===== src/rtl/mem_access_unit_pkg.sv =====
// Shared definitions for the memory access unit: FSM states, RV32I
// load/store size codes, data width and the access legality rule.
package mem_access_unit_pkg;

  localparam int DATA_W = 32;

  typedef enum logic [2:0] {
    ST_IDLE      = 3'd0,
    ST_LOAD      = 3'd1,
    ST_STORE     = 3'd2,
    ST_RMW_READ  = 3'd3,
    ST_RMW_WRITE = 3'd4,
    ST_DONE      = 3'd5
  } state_t;

  localparam logic [2:0] F3_LB  = 3'b000;
  localparam logic [2:0] F3_LH  = 3'b001;
  localparam logic [2:0] F3_LW  = 3'b010;
  localparam logic [2:0] F3_LBU = 3'b100;
  localparam logic [2:0] F3_LHU = 3'b101;
  localparam logic [2:0] F3_SB  = 3'b000;
  localparam logic [2:0] F3_SH  = 3'b001;
  localparam logic [2:0] F3_SW  = 3'b010;

  // True when the size code is not a legal load/store, or the address is
  // not naturally aligned for the access size.
  function automatic logic access_illegal(input logic       is_load,
                                          input logic [2:0] f3,
                                          input logic [1:0] addr_lo);
    logic bad;
    bad = 1'b1;
    if (is_load) begin
      case (f3)
        F3_LB:   bad = 1'b0;
        F3_LBU:  bad = 1'b0;
        F3_LH:   bad = addr_lo[0];
        F3_LHU:  bad = addr_lo[0];
        F3_LW:   bad = (addr_lo != 2'b00);
        default: bad = 1'b1;
      endcase
    end else begin
      case (f3)
        F3_SB:   bad = 1'b0;
        F3_SH:   bad = addr_lo[0];
        F3_SW:   bad = (addr_lo != 2'b00);
        default: bad = 1'b1;
      endcase
    end
    return bad;
  endfunction

endpackage


===== src/rtl/mem_access_unit_if.sv =====
// Pipeline-side and cache-side signal bundle of the memory access unit.
// slave: the access unit itself; master: the pipeline/cache environment.
interface mem_access_unit_if;
  import mem_access_unit_pkg::*;

  logic              mem_read;
  logic              mem_write;
  logic [2:0]        funct3;
  logic [DATA_W-1:0] addr;
  logic [DATA_W-1:0] wdata;
  logic [DATA_W-1:0] rdata;
  logic              stall;
  logic              access_err;

  logic              cache_is_input_valid;
  logic [DATA_W-1:0] cache_addr;
  logic              cache_mem_rw;
  logic [DATA_W-1:0] cache_din;
  logic              cache_is_ready;
  logic              cache_is_output_valid;
  logic [DATA_W-1:0] cache_dout;
  logic              cache_is_hit;

  modport slave (
    input  mem_read, mem_write, funct3, addr, wdata,
    output rdata, stall, access_err,
    output cache_is_input_valid, cache_addr, cache_mem_rw, cache_din,
    input  cache_is_ready, cache_is_output_valid, cache_dout, cache_is_hit
  );

  modport master (
    output mem_read, mem_write, funct3, addr, wdata,
    input  rdata, stall, access_err,
    input  cache_is_input_valid, cache_addr, cache_mem_rw, cache_din,
    output cache_is_ready, cache_is_output_valid, cache_dout, cache_is_hit
  );

endinterface


===== src/rtl/mem_access_unit_lane_align.sv =====
// mem_lane_align: combinational byte/halfword lane handling.
// Extracts and sign/zero-extends the addressed lane of a loaded word, and
// merges store data into a previously read word for sub-word stores.
module mem_lane_align
  import mem_access_unit_pkg::*;
(
  input  logic [2:0]        funct3,
  input  logic [1:0]        byte_off,
  input  logic [DATA_W-1:0] rd_word,
  input  logic [DATA_W-1:0] mod_word,
  input  logic [DATA_W-1:0] wdata,
  output logic [DATA_W-1:0] load_data,
  output logic [DATA_W-1:0] merge_data
);

  logic [7:0]  byte_s;
  logic [15:0] half_s;

  // Select the addressed byte and halfword of the returned word
  always_comb begin
    byte_s = 8'h00;
    half_s = 16'h0000;
    case (byte_off)
      2'd0:    byte_s = rd_word[7:0];
      2'd1:    byte_s = rd_word[15:8];
      2'd2:    byte_s = rd_word[23:16];
      2'd3:    byte_s = rd_word[31:24];
      default: byte_s = 8'h00;
    endcase
    if (byte_off[1]) begin
      half_s = rd_word[31:16];
    end else begin
      half_s = rd_word[15:0];
    end
  end

  // Sign- or zero-extend the selected lane according to the load type
  always_comb begin
    load_data = {DATA_W{1'b0}};
    case (funct3)
      F3_LB:   load_data = {{24{byte_s[7]}}, byte_s};
      F3_LBU:  load_data = {24'h000000, byte_s};
      F3_LH:   load_data = {{16{half_s[15]}}, half_s};
      F3_LHU:  load_data = {16'h0000, half_s};
      F3_LW:   load_data = rd_word;
      default: load_data = {DATA_W{1'b0}};
    endcase
  end

  // Replace the addressed byte/halfword lane of the read word with store data
  always_comb begin
    merge_data = mod_word;
    case (funct3)
      F3_SB: begin
        case (byte_off)
          2'd0:    merge_data[7:0]   = wdata[7:0];
          2'd1:    merge_data[15:8]  = wdata[7:0];
          2'd2:    merge_data[23:16] = wdata[7:0];
          2'd3:    merge_data[31:24] = wdata[7:0];
          default: merge_data = mod_word;
        endcase
      end
      F3_SH: begin
        if (byte_off[1]) begin
          merge_data[31:16] = wdata[15:0];
        end else begin
          merge_data[15:0] = wdata[15:0];
        end
      end
      default: merge_data = mod_word;
    endcase
  end

endmodule


===== src/rtl/mem_access_unit.sv =====
// mem_access_unit: RV32I load/store engine between the pipeline and a
// word-addressed cache. Word accesses go straight to the cache; byte and
// halfword stores use a read-modify-write sequence. Illegal or misaligned
// requests finish immediately with access_err and never touch the cache.
// Optional build macro MEM_ACCESS_STATS_EN adds hit_count/miss_count outputs.
module mem_access_unit
  import mem_access_unit_pkg::*;
(
  input  logic              clk,
  input  logic              reset,
  mem_access_unit_if.slave  bus
`ifdef MEM_ACCESS_STATS_EN
  ,
  output logic [31:0]       hit_count,
  output logic [31:0]       miss_count
`endif
);

  state_t            state_r;
  state_t            state_next_s;

  logic [DATA_W-1:0] addr_r;
  logic [2:0]        funct3_r;
  logic [DATA_W-1:0] wdata_r;
  logic [DATA_W-1:0] word_r;
  logic [DATA_W-1:0] rdata_r;
  logic              err_r;

  logic              cache_req_s;
  logic              cache_wr_s;
  logic [DATA_W-1:0] cache_din_s;
  logic              rsp_ok_s;
  logic              req_any_s;
  logic              req_bad_s;
  logic [DATA_W-1:0] load_data_s;
  logic [DATA_W-1:0] merge_data_s;

  assign rsp_ok_s  = bus.cache_is_output_valid && bus.cache_is_ready;
  assign req_any_s = bus.mem_read || bus.mem_write;
  // mem_read wins when both requests are present, so it decides the rule
  assign req_bad_s = access_illegal(bus.mem_read, bus.funct3, bus.addr[1:0]);

  mem_lane_align u_lane_align (
    .funct3     (funct3_r),
    .byte_off   (addr_r[1:0]),
    .rd_word    (bus.cache_dout),
    .mod_word   (word_r),
    .wdata      (wdata_r),
    .load_data  (load_data_s),
    .merge_data (merge_data_s)
  );

  // FSM state register
  always_ff @(posedge clk) begin
    if (reset) begin
      state_r <= ST_IDLE;
    end else begin
      state_r <= state_next_s;
    end
  end

  // Next-state selection and cache-side request decode
  always_comb begin
    state_next_s = state_r;
    cache_req_s  = 1'b0;
    cache_wr_s   = 1'b0;
    cache_din_s  = {DATA_W{1'b0}};
    case (state_r)
      ST_IDLE: begin
        if (req_any_s && req_bad_s) begin
          state_next_s = ST_DONE;
        end else if (bus.mem_read) begin
          state_next_s = ST_LOAD;
        end else if (bus.mem_write) begin
          if (bus.funct3 == F3_SW) begin
            state_next_s = ST_STORE;
          end else begin
            state_next_s = ST_RMW_READ;
          end
        end else begin
          state_next_s = ST_IDLE;
        end
      end
      ST_LOAD: begin
        cache_req_s = 1'b1;
        if (rsp_ok_s) begin
          state_next_s = ST_DONE;
        end else begin
          state_next_s = ST_LOAD;
        end
      end
      ST_RMW_READ: begin
        cache_req_s = 1'b1;
        if (rsp_ok_s) begin
          state_next_s = ST_RMW_WRITE;
        end else begin
          state_next_s = ST_RMW_READ;
        end
      end
      ST_STORE: begin
        cache_req_s = 1'b1;
        cache_wr_s  = 1'b1;
        cache_din_s = wdata_r;
        if (bus.cache_is_ready) begin
          state_next_s = ST_DONE;
        end else begin
          state_next_s = ST_STORE;
        end
      end
      ST_RMW_WRITE: begin
        cache_req_s = 1'b1;
        cache_wr_s  = 1'b1;
        cache_din_s = merge_data_s;
        if (bus.cache_is_ready) begin
          state_next_s = ST_DONE;
        end else begin
          state_next_s = ST_RMW_WRITE;
        end
      end
      ST_DONE: begin
        state_next_s = ST_IDLE;
      end
      default: begin
        state_next_s = ST_IDLE;
      end
    endcase
  end

  // Request latches, captured cache word and load result
  always_ff @(posedge clk) begin
    if (reset) begin
      addr_r   <= {DATA_W{1'b0}};
      funct3_r <= 3'b000;
      wdata_r  <= {DATA_W{1'b0}};
      word_r   <= {DATA_W{1'b0}};
      rdata_r  <= {DATA_W{1'b0}};
      err_r    <= 1'b0;
    end else begin
      case (state_r)
        ST_IDLE: begin
          if (req_any_s) begin
            addr_r   <= bus.addr;
            funct3_r <= bus.funct3;
            wdata_r  <= bus.wdata;
            rdata_r  <= {DATA_W{1'b0}};
            err_r    <= req_bad_s;
          end
        end
        ST_LOAD: begin
          if (rsp_ok_s) begin
            word_r  <= bus.cache_dout;
            rdata_r <= load_data_s;
          end
        end
        ST_RMW_READ: begin
          if (rsp_ok_s) begin
            word_r <= bus.cache_dout;
          end
        end
        default: begin
        end
      endcase
    end
  end

  assign bus.cache_is_input_valid = cache_req_s;
  assign bus.cache_mem_rw         = cache_wr_s;
  assign bus.cache_addr           = {addr_r[DATA_W-1:2], 2'b00};
  assign bus.cache_din            = cache_din_s;
  assign bus.rdata                = rdata_r;
  assign bus.access_err           = err_r && (state_r == ST_DONE);
  assign bus.stall                = req_any_s && (state_r != ST_DONE);

`ifdef MEM_ACCESS_STATS_EN
  logic        entered_r;
  logic [31:0] hit_count_r;
  logic [31:0] miss_count_r;

  // Mark the first cycle spent in a newly entered state
  always_ff @(posedge clk) begin
    if (reset) begin
      entered_r <= 1'b0;
    end else begin
      entered_r <= (state_next_s != state_r);
    end
  end

  // Classify each cache access once, on its first request cycle
  always_ff @(posedge clk) begin
    if (reset) begin
      hit_count_r  <= 32'd0;
      miss_count_r <= 32'd0;
    end else if (cache_req_s && entered_r) begin
      if (bus.cache_is_hit) begin
        hit_count_r <= hit_count_r + 32'd1;
      end else begin
        miss_count_r <= miss_count_r + 32'd1;
      end
    end
  end

  assign hit_count  = hit_count_r;
  assign miss_count = miss_count_r;
`else
  logic unused_hit_s;
  assign unused_hit_s = bus.cache_is_hit;
`endif

endmodule


===== src/flat_wrapper.sv =====
// flat-port wrapper written by rule: the top's interface ports become plain ports
module mem_access_unit_flat import mem_access_unit_pkg::*;
  (clk, reset, bus_mem_read, bus_mem_write, bus_funct3, bus_addr, bus_wdata, bus_rdata, bus_stall, bus_access_err, bus_cache_is_input_valid, bus_cache_addr, bus_cache_mem_rw, bus_cache_din, bus_cache_is_ready, bus_cache_is_output_valid, bus_cache_dout, bus_cache_is_hit);
  mem_access_unit_if bus_i ();
  input  logic clk;
  input  logic reset;
  input wire logic [$bits(bus_i.mem_read)-1:0] bus_mem_read;
  input wire logic [$bits(bus_i.mem_write)-1:0] bus_mem_write;
  input wire logic [$bits(bus_i.funct3)-1:0] bus_funct3;
  input wire logic [$bits(bus_i.addr)-1:0] bus_addr;
  input wire logic [$bits(bus_i.wdata)-1:0] bus_wdata;
  output wire logic [$bits(bus_i.rdata)-1:0] bus_rdata;
  output wire logic [$bits(bus_i.stall)-1:0] bus_stall;
  output wire logic [$bits(bus_i.access_err)-1:0] bus_access_err;
  output wire logic [$bits(bus_i.cache_is_input_valid)-1:0] bus_cache_is_input_valid;
  output wire logic [$bits(bus_i.cache_addr)-1:0] bus_cache_addr;
  output wire logic [$bits(bus_i.cache_mem_rw)-1:0] bus_cache_mem_rw;
  output wire logic [$bits(bus_i.cache_din)-1:0] bus_cache_din;
  input wire logic [$bits(bus_i.cache_is_ready)-1:0] bus_cache_is_ready;
  input wire logic [$bits(bus_i.cache_is_output_valid)-1:0] bus_cache_is_output_valid;
  input wire logic [$bits(bus_i.cache_dout)-1:0] bus_cache_dout;
  input wire logic [$bits(bus_i.cache_is_hit)-1:0] bus_cache_is_hit;
  assign bus_i.mem_read = bus_mem_read;
  assign bus_i.mem_write = bus_mem_write;
  assign bus_i.funct3 = bus_funct3;
  assign bus_i.addr = bus_addr;
  assign bus_i.wdata = bus_wdata;
  assign bus_rdata = bus_i.rdata;
  assign bus_stall = bus_i.stall;
  assign bus_access_err = bus_i.access_err;
  assign bus_cache_is_input_valid = bus_i.cache_is_input_valid;
  assign bus_cache_addr = bus_i.cache_addr;
  assign bus_cache_mem_rw = bus_i.cache_mem_rw;
  assign bus_cache_din = bus_i.cache_din;
  assign bus_i.cache_is_ready = bus_cache_is_ready;
  assign bus_i.cache_is_output_valid = bus_cache_is_output_valid;
  assign bus_i.cache_dout = bus_cache_dout;
  assign bus_i.cache_is_hit = bus_cache_is_hit;
  mem_access_unit u_core (.clk(clk), .reset(reset), .bus(bus_i));
endmodule

===== config.mk =====
export PLATFORM = sky130hd
export DESIGN_NAME = mem_access_unit_flat
export DESIGN_NICKNAME = d
export VERILOG_FILES = /design/src/rtl/mem_access_unit_pkg.sv /design/src/rtl/mem_access_unit_if.sv /design/src/rtl/mem_access_unit_lane_align.sv /design/src/rtl/mem_access_unit.sv /design/src/flat_wrapper.sv
export SDC_FILE = /design/constraint.sdc
export NUM_CORES = 1
export LEC_CHECK = 0
export ABC_AREA = 1
export BUFFER_PORTS_ARGS = -buffer_cell sky130_fd_sc_hd__clkbuf_2
export CAP_MARGIN = 20
export CORE_MARGIN = 2
export CORE_UTILIZATION = 47
export DETAILED_ROUTE_END_ITERATION = 6
export PLACE_DENSITY = 0.77
export SLEW_MARGIN = 15
export SYNTH_ARGS = -nofsm -noshare
export SYNTH_HDL_FRONTEND = slang
export SYNTH_SLANG_ARGS = --single-unit

===== constraint.sdc =====
create_clock -name clk -period 1.36 [get_ports clk]
set_input_delay 0.068 -clock clk [delete_from_list [all_inputs] [get_ports clk]]
set_output_delay 0.068 -clock clk [all_outputs]
set_load 0.01 [all_outputs]

==> impl_results.md, run 1 <==
* Proportion of synthesized flip-flops having asynchronous set or reset at 0
* Total number of clock tree sinks at 135
* Total cell area at the placement stage at ~8500 um2
* All-layer global routing usage at 0.760
* Number of buffers added by the clock tree synthesis step at 17
* Top cell type's share of synthesized area at 0.386
* Fraction of the yosys area taken by sequential cells at 0.386
* Number of distinct library cell variants in the gate-level netlist after synthesis at 33
* Number of flip-flops and latches in the synthesized netlist at between 100 and 150
* Combined area of all synthesized cells at ~7000 um2
* Last step reached: global routing
* Largest cells by area after synthesis: dfxtp_1 39%, nand2_1 12%, o21ai_0 11%
* Post-Synthesis Mean Instance Area at around 6.7 um2
* Half-perimeter wire length of the detailed placement result at ~16,000 um
* Die span in x at 126 um
* Number of antenna violations at the first check in global routing at 13
* Run-stopping error: [ERROR GRT-0232] Routing congestion too high. Check the congestion heatmap in the GUI.
* Maximum level of the CTS H-tree at 4
* Worst endpoint after global-route timing repair: bus_cache_din[5]
* Syn. warnings at 0
* Ports placed on the boundary at between 200 and 250
* Height of the die at approximately 130 um
* Outcome: did not finish
* WEP type: top-level output
* Clock Root Buffer: clkbuf_16
* PortBufs at around 200
* CTS max path bufs at 2
* Standard-cell row count at between 40 and 50
* Cell count after synthesis at between 1k and 1.5k
* Global placement routability congestion at approximately 0.94
* Global-route congestion overflow total at 25
* Synth Flop Type: dfxtp_1
* Initial standard-cell utilization of the core at 0.482
* Number of enable-type register cells in the synthesized netlist at 0
* Cell type with the largest total area after synthesis: dfxtp_1
* Pin count of the biggest net entering global routing at approximately 60
## per-stage QoR
step / instances / setup WS [ns] / util
3_5_place_dp: 1410 / -0.234 / 0.584
4_1_cts: 1587 / -0.561 / 0.833
3_3_place_gp: 1410 / -0.214 / 0.584
2_1_floorplan: 1045 / -0.0250 / -
## cells in the mapped netlist (11+ instances only)
cell        n
buf_2      21
nor2_1    115
clkbuf_1   29
o211ai_1   27
inv_1      73
o21ai_1    11
a21oi_1    97
dfxtp_1   135
nand2_1   224
nand3_1    54
o21ai_0   157
buf_4      45
## per-layer routing
metal  GRT overflow  track usage
met5              0        0.254
met4             16        0.757
met3              0        0.638
met2              9        0.919
met1              0        0.747
## repair_timing
item,in CTS
gates resized for setup,410
endpoints found under the hold margin,89
gates cloned,27
pin swaps,99
setup buffers,31
hold buffers,91
endpoints found under the setup margin,159
## cells by family after synthesis
| group | count (synthesis) | share of synthesized area |
|---|---|---|
| AO/OA/AOI/OAI | 305 | 0.232 |
| buffers and inverters | 182 | 0.128 |
| flip-flops | 135 | 0.386 |
| other | 1 | 0.000535 |
| AND/OR/NAND/NOR | 421 | 0.254 |
==> inputs of run 2 (changes only) <==
--- a/config.mk
+++ b/config.mk
@@ -9,9 +9,9 @@
 export BUFFER_PORTS_ARGS = -buffer_cell sky130_fd_sc_hd__clkbuf_2
 export CAP_MARGIN = 20
 export CORE_MARGIN = 2
-export CORE_UTILIZATION = 47
+export CORE_UTILIZATION = 35
 export DETAILED_ROUTE_END_ITERATION = 6
-export PLACE_DENSITY = 0.77
+export PLACE_DENSITY_LB_ADDON = 0.15
 export SLEW_MARGIN = 15
 export SYNTH_ARGS = -nofsm -noshare
 export SYNTH_HDL_FRONTEND = slang
==> constraint.sdc (replaced) <==
create_clock -name clk -period 1.8 [get_ports clk]
set_input_delay 0.09 -clock clk [delete_from_list [all_inputs] [get_ports clk]]
set_output_delay 0.09 -clock clk [all_outputs]
set_load 0.01 [all_outputs]
==> run 2 against run 1 <==
Against the previous run: the flow now finishes, with violations (negative setup slack); synthesized cell count did not move; synthesized area unchanged.
==> impl_results.md, run 2 <==
* Outcome: complete, but fails checks
* Violated checks: negative setup slack
* Number of buffers added by the clock tree synthesis step at 17
* Final setup violating endpoints at 32
* Final instance area at 9980 um2
* Sum Neg Setup Slack at -4.45 ns
* Launch point of the critical path: u_core.funct3_r[0]
* Height of the die at ~150 um
* Synth Flop Type: dfxtp_1
* Cell-internal power at 0.00713 W
* Number of antenna violations at the first check in global routing at 0
* Switching power summed over all nets at 0.00404 W
* Fraction of power spent switching nets at 0.362
* RR Startpoint: u_core.funct3_r[1]
* Setup ws final at -0.213 ns
* Largest family of logic cells by synthesized area: simple AND/OR/NAND/NOR gates
* WP data required at about 1.7 ns
* Element type at the critical path start: flop
* Growth of design area from synthesis to finish at 42.4%
* Worst path bufs/invs at 4
* Top metal layer carrying routed signals: met4
* Die Outline Area at 21,200 um2
* Remaining design rule violation count at 0
* Peak ir drop on the vdd network at around 0.76 mV
* Die span in x at around 150 um
* Maximum cell stage delay along the critical path at between 0.3 and 0.4 ns
* Least-Margin Pin Slew at around 0.64 ns
* Critical Path Fanout Max at 5
* Xor/xnor share of the synthesized area at 0
* Routed wire length per instance at between 15 and 20 um
* Routed metal-1 wirelength at about 11,000 um
* Clock group share of total power at 0.313
* Arrival time of data at the critical path endpoint at ~1.9 ns
* Global-route congestion overflow total at 0
* Fraction of the yosys area taken by sequential cells at 0.386
* Proportion of synthesized flip-flops having asynchronous set or reset at 0
* CTS max path bufs at 2
* Cell count after synthesis at around 1.0k
* Crit-path slowest cell: dfxtp_4
* Fmax at slightly below 0.5 GHz
* Number of design-rule violations left by the first detailed-router iteration at 566
* Filler cell count at 2,028
* Share of synthesized cell area in full adder, half adder and majority cells at 0
* Type of the most critical hold path: in2reg
* Total cell area at the placement stage at between 8000 and 9000 um2
* Unrepaired setup endpoints after global routing: true
* Met3 WL at 1240 um
* Placed Instances at 1,453
* All-layer global routing usage at 0.222
* Via count of the first global-routing pass at ~7.2k
* # diodes at 0
* Antenna-violating nets left at 0
* Standard-cell row count at 51
* Cell Count, Final, Fillers Out at approximately 1.6k
* Pin count of the biggest net entering global routing at 64
* Multi-input combinational cell area at around 3700 um2
* Area used by sequential logic in the layout at about 2700 um2
* Global placement routability congestion at 0.894
* Max-Slew Margin vs Limit at 0.568
* Cell-by-cell trace of the critical path: inv_6 > nor3_4 > buf_12 > nand2_4 > o211ai_1 > buf_4 > a21oi_2 > o21ai_2 > buf_2
* DR vias at ~7.8k
* Cell leakage power at around 4.5 nW
* Number of distinct library cell variants in the gate-level netlist after synthesis at 33
* Final clock period utilization by the worst path at 1.12
* Top cell type's share of synthesized area at 0.386
* Number of flip-flops and latches in the synthesized netlist at approximately 140
* Half-perimeter wire length of the detailed placement result at 16,700 um
* Initial standard-cell utilization of the core at 0.358
* Share of total power in combinational logic at 0.354
* CP delay by family, top: buffers and inverters
* Vias per inst at around 5
* Largest cells by area after synthesis: dfxtp_1 39%, nand2_1 12%, o21ai_0 11%
* Syn. warnings at 0
* PortBufs at 202
* Hold violation count in the final report at 0
* Fraction of the mapped netlist area in simple logic gates at 0.254
* Category of the worst setup path capture point: output port
* Number of enable-type register cells in the synthesized netlist at 0
* Total number of clock tree sinks at around 140
* Clock Root Buffer: clkbuf_16
* Most frequent cells in the layout: 212 x nand2_1, 172 x clkbuf_2, 136 x o21ai_0
* Met2 wire len at 11,700 um
* Skew-Pair Late Insertion Delay at ~0.42 ns
* Cell type with the largest total area after synthesis: dfxtp_1
* Portion of netlist area occupied by mux cells at 0
* Critical Setup Path Class: reg2out
* Most common cell after layout, fill and taps aside: nand2_1
* Compound-Gate Fraction of Synth Area at 0.232
* Maximum level of the CTS H-tree at 4
* Combined area of all synthesized cells at between 7000 and 8000 um2
* Fraction of layout instances using a drive strength above 1 at 0.276
* Post-Synthesis Mean Instance Area at about 6.7 um2
* Detailed Route WL at ~24,000 um
* Top post-synthesis cells by count: 224 x nand2_1, 157 x o21ai_0, 135 x dfxtp_1, 115 x nor2_1, 97 x a21oi_1
* Clock tree from TritonCTS: built
* Placement-stage worst setup slack at -0.0453 ns
* Worst-path clk slew at 0.06 ns
* Number of max-cap violations at 0
* Sequential Power Share at 0.333
* Hold Path Origin: bus_mem_write
* Ports placed on the boundary at between 200 and 250
* Final count of pins violating max slew at 0
* Worst clock skew at about 0.0067 ns
* Final-stage net count at 1,399
* P per Cell Area at ~1100 nW/um2
* Most frequently used cell type in the post-synthesis netlist: nand2_1
* First-pass iteration count of the detailed router at 7
* Wire length of the first global-routing pass at approximately 38,000 um
* Final critical path time including I/O delays and setup at about 2.0 ns
* Core Box Area at roughly 20,000 um2
## run 2: cell counts after synthesis
No cell type changed its count.
## run 2: worst register-to-register path: cells and delay by family, from the launching register on
kind	cells	cell delay, ns
flops	1	0.40
buf+inv	3	0.41
simple gates	2	0.19
compound gates	2	0.61
## run 2: area by class of cell
class	count	area share
clock buffers	21	0.0461
inverters	83	0.0330
repair buffers	326	0.237
multi-input cells	730	0.366
flip-flops and latches	135	0.273
clock inverters	11	0.0123
well taps	265	0.0332
## run 2: final timing paths
path / end / slack, ns / cells after the start
worst max-delay path: bus_cache_din[8] / -0.21 / 9
worst min-delay path: u_core.state_r[1] / 0.01 / 5
worst max register to register: u_core.bus.rdata[6] / 0.08 / 7
worst min register to register: u_core.wdata_r[27] / 0.44 / 2
## run 2: metal layers
metal,vias up,global-route usage
met2,243,0.365
met5,-,0
met1,3610,0.299
li1,3910,-
met3,22,0.0411
met4,0,0.0652
## run 2: cells by family after synthesis
family	after synthesis
flops	135
compound gates	305
other cells	1
simple gates	421
buf+inv	182
## run 2: power groups by stage
stage	Sequential, W	Combinational [W]	Clock (W)
2_1_floorplan	0.00368	0.00231	0
3_3_place_gp	0.00374	0.00322	0
5_1_grt	0.00377	0.00435	0.00370
4_1_cts	0.00370	0.00355	0.00355
3_5_place_dp	0.00375	0.00324	0
6_report	0.00372	0.00396	0.00350
## run 2: what timing repair did
action / 4_1_cts / 5_1_grt
gates cloned: 1 / 4
pin swaps: 19 / 25
buffers inserted: 6 / 5
gates resized for setup: 56 / 89
hold buffers: 70 / 0
hold endpoints to repair: 70 / 0
setup endpoints to repair: 51 / 97
## run 2: stage by stage
stage,util,total power [W],hold slack (ns)
2_1_floorplan,-,0.00599,0.225
3_3_place_gp,0.417,0.00697,0.311
3_5_place_dp,0.417,0.00699,0.319
4_1_cts,0.492,0.0108,0.000382
5_1_grt,0.510,0.0118,0.0160
6_report,0.510,0.0112,0.0142
Power figures use the tool's default switching activity.
